### src/rtl/tb4004_pkg.sv
// tb4004_pkg
// Shared definitions for the 4004-style fetch path: machine-cycle phase
// encoding, the opcodes that take a second instruction word, and a helper
// that classifies a first word as one- or two-word.
package tb4004_pkg;

  // Eight clocks per machine cycle; the encoding is what appears on 'cycle'.
  typedef enum logic [2:0] {
    A1 = 3'd0,
    A2 = 3'd1,
    A3 = 3'd2,
    M1 = 3'd3,
    M2 = 3'd4,
    X1 = 3'd5,
    X2 = 3'd6,
    X3 = 3'd7
  } phase_t;

  localparam logic [3:0] OPR_JCN = 4'h1;
  localparam logic [3:0] OPR_FIM = 4'h2;
  localparam logic [3:0] OPR_JUN = 4'h4;
  localparam logic [3:0] OPR_JMS = 4'h5;
  localparam logic [3:0] OPR_ISZ = 4'h7;

  // opr==2 shares its upper nibble between FIM (opa even) and SRC (opa odd),
  // so only the even form fetches a second word.
  function automatic logic is_two_word(input logic [3:0] opr, input logic [3:0] opa);
    logic result;
    case (opr)
      OPR_JCN, OPR_JUN, OPR_JMS, OPR_ISZ: result = 1'b1;
      OPR_FIM:                            result = ~opa[0];
      default:                            result = 1'b0;
    endcase
    return result;
  endfunction

endpackage

### src/rtl/cycle_counter.sv
// cycle_counter
// Machine-cycle phase counter. Steps A1..X3 once per clock and wraps back
// to A1; a new machine cycle only starts if 'run' is high while at A1.
// Ports:
//   clk   - system clock, rising edge
//   rst_n - synchronous active-low reset, forces A1
//   run   - permission to leave A1; ignored in every other phase
//   cycle - current phase (A1=0 .. X3=7)
module cycle_counter
  import tb4004_pkg::*;
(
  input  logic       clk,
  input  logic       rst_n,
  input  logic       run,
  output logic [2:0] cycle
);

  phase_t state, state_next;

  // Phase register.
  always_ff @(posedge clk) begin
    if (!rst_n) begin
      state <= A1;
    end else begin
      state <= state_next;
    end
  end

  // Once a machine cycle has begun it always runs to X3; only A1 may stall.
  always_comb begin
    state_next = state;
    if (state == A1 && !run) begin
      state_next = A1;
    end else begin
      state_next = phase_t'(state + 3'd1);
    end
  end

  assign cycle = state;

endmodule

### src/rtl/fetch_sequencer.sv
// fetch_sequencer
// Instruction fetch sequencer. Presents the PC to the ROM for a whole
// machine cycle, captures the returned nibbles into opr/opa (first word)
// or arg (second word), tracks two-word instructions and advances or
// reloads the PC at X3.
// Ports:
//   clk, rst_n    - clock and synchronous active-low reset
//   run           - start a new machine cycle (looked at only in A1)
//   rom_nibble    - ROM data nibble for the current phase
//   jump_en       - at X3, load PC from jump_addr instead of incrementing
//   jump_addr     - jump target
//   rom_addr      - ROM byte address (the PC)
//   cycle         - machine-cycle phase
//   sync          - X3 and another machine cycle will follow
//   opr, opa      - first instruction word, upper/lower nibble
//   arg           - second instruction word
//   second_word   - the current machine cycle fetches a second word
//   instr_valid   - one-clock pulse in X1 when a full instruction is held
module fetch_sequencer
  import tb4004_pkg::*;
#(
  parameter logic [11:0] RESET_PC = 12'h000
) (
  input  logic        clk,
  input  logic        rst_n,
  input  logic        run,
  input  logic [3:0]  rom_nibble,
  input  logic        jump_en,
  input  logic [11:0] jump_addr,
  output logic [11:0] rom_addr,
  output logic [2:0]  cycle,
  output logic        sync,
  output logic [3:0]  opr,
  output logic [3:0]  opa,
  output logic [7:0]  arg,
  output logic        second_word,
  output logic        instr_valid
);

  logic [11:0] pc;
  phase_t      phase;

  cycle_counter u_cycle_counter (
    .clk   (clk),
    .rst_n (rst_n),
    .run   (run),
    .cycle (cycle)
  );

  assign phase    = phase_t'(cycle);
  assign rom_addr = pc;

  // PC and instruction latches. Nothing changes outside M1/M2/X3, so a
  // stall at A1 leaves the whole fetch state untouched. The ROM has had a
  // full clock after the address settled by the time M1 samples it.
  always_ff @(posedge clk) begin
    if (!rst_n) begin
      pc          <= RESET_PC;
      opr         <= 4'h0;
      opa         <= 4'h0;
      arg         <= 8'h00;
      second_word <= 1'b0;
    end else begin
      case (phase)
        M1: begin
          if (second_word) begin
            arg[7:4] <= rom_nibble;
          end else begin
            opr <= rom_nibble;
          end
        end
        M2: begin
          if (second_word) begin
            arg[3:0] <= rom_nibble;
          end else begin
            opa <= rom_nibble;
          end
        end
        X3: begin
          // A second word is owed only after a two-word first word; after
          // the second word has been fetched the flag always clears.
          second_word <= ~second_word & is_two_word(opr, opa);
          pc          <= jump_en ? jump_addr : pc + 12'd1;
        end
        default: ;
      endcase
    end
  end

  // The instruction is complete at X1 of either a one-word fetch or the
  // second-word fetch; the first cycle of a two-word opcode stays silent.
  always_comb begin
    instr_valid = 1'b0;
    sync        = 1'b0;
    if (phase == X1) begin
      instr_valid = second_word | ~is_two_word(opr, opa);
    end
    if (phase == X3) begin
      sync = run;
    end
  end

endmodule

### config.mk
export PLATFORM = sky130hd
export DESIGN_NAME = fetch_sequencer
export DESIGN_NICKNAME = d
export VERILOG_FILES = /design/src/rtl/tb4004_pkg.sv /design/src/rtl/cycle_counter.sv /design/src/rtl/fetch_sequencer.sv
export SDC_FILE = /design/constraint.sdc
export NUM_CORES = 1
export LEC_CHECK = 0
export BUFFER_PORTS_ARGS = -buffer_cell sky130_fd_sc_hd__buf_4
export CORE_ASPECT_RATIO = 0.5
export CORE_MARGIN = 2
export CORE_UTILIZATION = 47
export CTS_BUF_LIST = sky130_fd_sc_hd__clkbuf_8
export DETAILED_ROUTE_END_ITERATION = 10
export PLACE_DENSITY = 0.78
export SETUP_SLACK_MARGIN = 0.15
export SYNTH_ARGS = -nofsm -noshare
export SYNTH_HDL_FRONTEND = slang
export SYNTH_SLANG_ARGS = --single-unit
### constraint.sdc
create_clock -name clk -period 1.53 [get_ports clk]
set_input_delay 0.153 -clock clk [delete_from_list [all_inputs] [get_ports clk]]
set_output_delay 0.153 -clock clk [all_outputs]
set_load 0.01 [all_outputs]
# Word level (Yosys, flattened, before mapping)
# Cells that the tools add are included.
# W data, S select, Z words.
[totals] regBits=32 in_bits=20 out_inout_bits=34 wordCells=40
[op_classes] add_sub_neg=2 eq_ne=9 muxes=7 bitwise=6 n_reduce_logical=9
[ops] operator="$add A12 B1 Y12 const B" n=1
[ops] operator="$eq A4 B3 Y1 const B" n=3
[ops] operator="$mux W12" n=1
[ops] operator="$eq A3 B3 Y1 const B" n=3
[ops] operator="$reduce_and A2 Y1" n=4
[ops] operator="$mux W1" n=5
[ops] operator="$eq A4 B1 Y1 const B" n=1
[ops] operator="$eq A4 B2 Y1 const B" n=1
[ops] operator="$not A1 Y1" n=4
[ops] operator="$reduce_or A4 Y1" n=1
[ops] operator="$add A3 B1 Y3 const B" n=1
[ops] operator="$eq A3 B2 Y1 const B" n=1
[ops] operator="$logic_not A3 Y1" n=1
[ops] operator="$pmux W1 S2" n=1
[ops] operator="$reduce_or A2 Y1" n=1
[ops] operator="$and A1 B1 Y1" n=1
[ops] operator="$logic_and A1 B1 Y1" n=1
[ops] operator="$logic_not A1 Y1" n=1
[ops] operator="$or A1 B1 Y1" n=1

# Longest topological paths before layout
[depth] word_depth=7 ltp_mapped=7 mapped_depth_nobuf=6

# Hierarchy
# Synthesis repeated with hierarchy kept, for this count alone.
[unflattened] cells_unflattened=183 hier_area_um2=1621.6
[by_module_without_submodules] mod="fetch_sequencer" instances=1 cells_each=168 area_each_um2=1455.1 seq_area_each_um2=580.6
[by_module_without_submodules] mod="cycle_counter" instances=1 cells_each=15 area_each_um2=166.4 seq_area_each_um2=60.1

# Least setup slack after synthesis
# Ideal clock, no wire load.
[synth_path] kind="register -> output" startpoint="reg u_cycle_counter.state[0] (netlist: u_cycle_counter.cycle[0])" endpoint="out sync" t_arrival_ns=1.349 required_ns=1.377 setup_slack_ns=0.028 path_stages_with_launch=6 path_buffers=2 cell_sequence="dfxtp_1 > ha_1 > ha_1 > buf_4 > clkbuf_1 > and2_1"
[synth_via] elab_chain_cells=2
[synth_lines] item="start, declared" line_no="cycle_counter.sv:18" source="phase_t state, state_next;"
[synth_lines] item="start signal, assigned" line_no="cycle_counter.sv:25" source="state <= state_next;"
[synth_lines] item="$eq A3 B3 Y1" line_no="fetch_sequencer.sv:98" source="if (phase == X3) begin"
[synth_lines] item="$mux W1" line_no="fetch_sequencer.sv:98"
[synth_lines] item="end, declared" line_no="fetch_sequencer.sv:32" source="output logic sync,"
# Every way passes these cells.

# Final worst setup path
[layout_path] startpoint="reg opr[2]" endpoint="out instr_valid"
[layout_via] elab_chain_cells=7 word_cells_on_any_way=11 classes_between="5 x eq/ne; 3 x mux; 2 x bitwise; 1 x reduce/logical"
[layout_lines] item="start, declared" line_no="fetch_sequencer.sv:33" source="output logic [3:0] opr,"
[layout_lines] item="start signal, assigned" line_no="fetch_sequencer.sv:69" source="opr <= rom_nibble;"
[layout_lines] item="$eq A4 B1 Y1 or $eq A4 B3 Y1 (tied branches)" line_no="tb4004_pkg.sv:29" source="case (opr)"
[layout_lines] item="$reduce_or A4 Y1" line_no="tb4004_pkg.sv:29"
[layout_lines] item="$pmux W1 S2 (*)" line_no="tb4004_pkg.sv:29"
[layout_lines] item="$mux W1 (*)" line_no="fetch_sequencer.sv:95" source="if (phase == X1) begin"
[layout_lines] item="$not A1 Y1 (*)" line_no="fetch_sequencer.sv:96" source="instr_valid = second_word | ~is_two_word(opr, opa);"
[layout_lines] item="$or A1 B1 Y1 (*)" line_no="fetch_sequencer.sv:96"
[layout_lines] item="$mux W1 (*)" line_no="fetch_sequencer.sv:95"
[layout_lines] item="end, declared" line_no="fetch_sequencer.sv:37" source="output logic instr_valid"
# Every way passes the cells marked *; elsewhere a longest branch is shown, timed or not. The select of a mux whose other input is x is not followed.

==> results by group <==
Status
  – Status: complete, but fails checks
  – Violated checks: setup timing

Drt
  – DR WL/cell: approximately 17 µm
  – DRC Markers: 0
  – Final ANT Viol Nets: 0
  – Vias post-DR: 1697
  – Vias per cell: 5.77
  – DRT iter0 DRCs: 101
  – Detailed Routing Iterations Pass 1: 4
  – Drt total wl: between 4000 and 5000 µm

STA
  – RSZ-0062 raised after global routing: yes
  – Setup TNS: -0.0998 ns
  – Tcrit/Tclk final: 1.07
  – Slew headroom: 0.669
  – Final slew viol count: 0
  – Final hold slack: roughly 0.13 ns
  – Final hold violations: 0
  – Tmin final: about 1.6 ns
  – Fin worst setup slack: -0.0998 ns
  – Measured slew at the worst slew-check pin: about 0.5 ns
  – Setup violators final: 1
  – Clk_skew: roughly 0.011 ns
  – Max Fclk: just over 600 MHz

Power and ir drop
  – Power Density: about 740 nW/µm²
  – Sw Pwr: about 430 µW
  – Clk pwr share: 0.432
  – Worst VDD drop: roughly 0.48 mV
  – Comb power frac: 0.105
  – Sw frac: 0.234
  – Flop pwr share: 0.463
  – Internal: around 1400 µW
  – Leak Pwr: between 0.001 and 0.0015 µW

GRT
  – Vias in the first global route: about 1500
  – First-pass GRT wire length: about 6700 µm
  – GRT Util Overall: 0.225
  – GRT overflow: 0
  – Pin count of the biggest net entering global routing: 31
  – Initial antenna violation count: 0

Critical path
  – Reg2reg start: u_cycle_counter.cycle[0]
  – Kind of critical path: reg2out
  – Critical Path AT: between 1 and 1.5 ns
  – Crit path from: opr[2]
  – Required @ worst endpoint: around 1.4 ns
  – Worst Setup End Kind: primary output
  – CP startpoint kind: flip-flop
  – CP max FO: 5

Final layout
  – Antenna cell count: 0
  – Share of layout cells above drive strength 1: 0.472
  – Nets@finish: about 280
  – Area growth syn-to-layout: 53.8%

Clocking
  – CTS Sinks: 32
  – Clock H-tree levels: 2
  – Skew-Pair Late Insertion Delay: 0.29 ns
  – Clk pin slew, worst setup/hold paths: 0.07 ns
  – TritonCTS clock tree: done
  – Root Driver: clkbuf_8
  – Max Root-Sink Buffers: 2
  – Clock buffer count from CTS: 5

Die
  – Die area: approximately 4000 µm²
  – Row Count: 15
  – Starting Density: 0.483
  – Die height: about 46 µm
  – Die X: between 80 and 90 µm
  – Core Area: between 3000 and 4000 µm²
  – Ports: 54

Synthesis
  – Synth cell types: 38
  – Flops & latches, synth: 32
  – Synth area leader: dfxtp_1
  – Largest cells by area after synthesis: dfxtp_1, mux2i_1, nor2_1, ha_1, clkbuf_8
  – Avg Cell Area, Syn: about 8.9 µm²
  – Netlist Area Pre-Place: between 1500 and 2000 µm²
  – Synth Flop Type: dfxtp_1
  – Top-area cell type share of the netlist area: 0.393
  – FFs w/ async S/R, synth: 0
  – Ys Warns: 0
  – Post-synthesis sequential area ratio: 0.393
  – Post-Syn Instances: approximately 180
  – Most common cell in the netlist: dfxtp_1
  – Post-synth EDFFs: 0
  – Synth top cells by count: dfxtp_1, nor2_1, mux2i_1
  – Syn_nets: between 200 and 250

Worst hold path
  – Hold WC Path Type: in2reg
  – Hold Crit Start: rom_nibble[3]

Placement
  – Port bufs: 53
  – Detailed Place HPWL: around 2600 µm
  – Routability congestion estimate: 0.809

Run
  – Max cap viols: 0
-- logic make-up after synthesis --
kind of cell             share of synthesized area
buffers and inverters                       0.0644
multiplexers                                 0.104
adder cells (fa/ha/maj)                     0.0460
AO/OA/AOI/OAI                                0.152
AND/OR/NAND/NOR                              0.241
flip-flops                                   0.393
-- cell usage in the layout (no fill, tap or decap), types with 3 or more instances in the layout --
cell	count
a211oi_1	3
buf_6	5
nand4_1	3
a31oi_1	4
inv_1	4
o21ai_0	3
buf_4	60
mux2i_1	17
clkbuf_8	5
ha_4	3
dfxtp_1	23
nand3_1	5
nor3_2	3
nor2_1	24
inv_2	3
a21oi_1	9
nand2_1	11
nor2b_1	4
dfxtp_2	8
-- per-stage QoR --
step	utilization	instances	setup slack [ns]	instance area, µm²	total power (µW)
floorplan	-	184	0.114	1640	954
global placement	0.611	275	0.0892	2060	1020
detailed placement	0.611	275	0.0515	2060	1020
CTS	0.700	292	-0.0317	2360	1830
global route	0.743	294	-0.144	2510	1910
finish	0.743	294	-0.0998	2510	1850
-- flip-flops by register name, indices dropped and copies added, names as in the netlist --
register,cells
second_word,1
arg,8
opr,4
rom_addr,12
opa,4
u_cycle_counter.cycle,3
-- what timing repair did --
| item | 4_1_cts | 5_1_grt |
|---|---|---|
| gates cloned | 1 | 1 |
| hold buffers | 0 | 0 |
| buffers inserted | 8 | 1 |
| gates resized for setup | 25 | 29 |
| endpoints found under the setup margin | 12 | 27 |
| pin swaps | 10 | 9 |
-- area by class of cell --
type	count	area [µm²]
Clock inverter	3	38.8
Tap cell	42	52.6
Fill cell	220	870
Timing Repair Buffer	70	609
Multi-Input combinational cell	136	1060
Clock buffer	5	68.8
Inverter	6	22.5
Sequential cell	32	654
-- critical path, stage by stage (launching register included) --
cell and delay [ns]:
dfxtp_2 0.35, nand2b_1 0.16, a211oi_2 0.35, o311a_1 0.22, buf_6 0.11
-- routing by layer --
layer | up-vias | part of all wire | global-route usage
li1 | 789 | - | -
met1 | 830 | 0.41 | 0.271
met2 | 67 | 0.51 | 0.382
met3 | 11 | 0.058 | 0.0707
met4 | 0 | 0.024 | 0.0954
met5 | - | 0 | 0
-- power by group through the flow --
| stage | logic [µW] | registers, µW | clock network, µW |
|---|---|---|---|
| 2_1_floorplan | 76.0 | 878 | 0 |
| 3_3_place_gp | 147 | 873 | 0 |
| 3_5_place_dp | 148 | 874 | 0 |
| 4_1_cts | 168 | 856 | 803 |
| 5_1_grt | 211 | 858 | 839 |
| 6_report | 194 | 857 | 800 |
-- final timing paths --
| kind | end | slack [ns] | cells past startpoint |
|---|---|---|---|
| setup reg to reg | rom_addr[9] | 0.03 | 7 |
| setup / recovery | instr_valid | -0.1 | 4 |
| hold reg to reg | arg[6] | 0.46 | 2 |
| hold / removal | opa[3] | 0.13 | 3 |
Note: power is estimated with default switching activity, not from simulation.
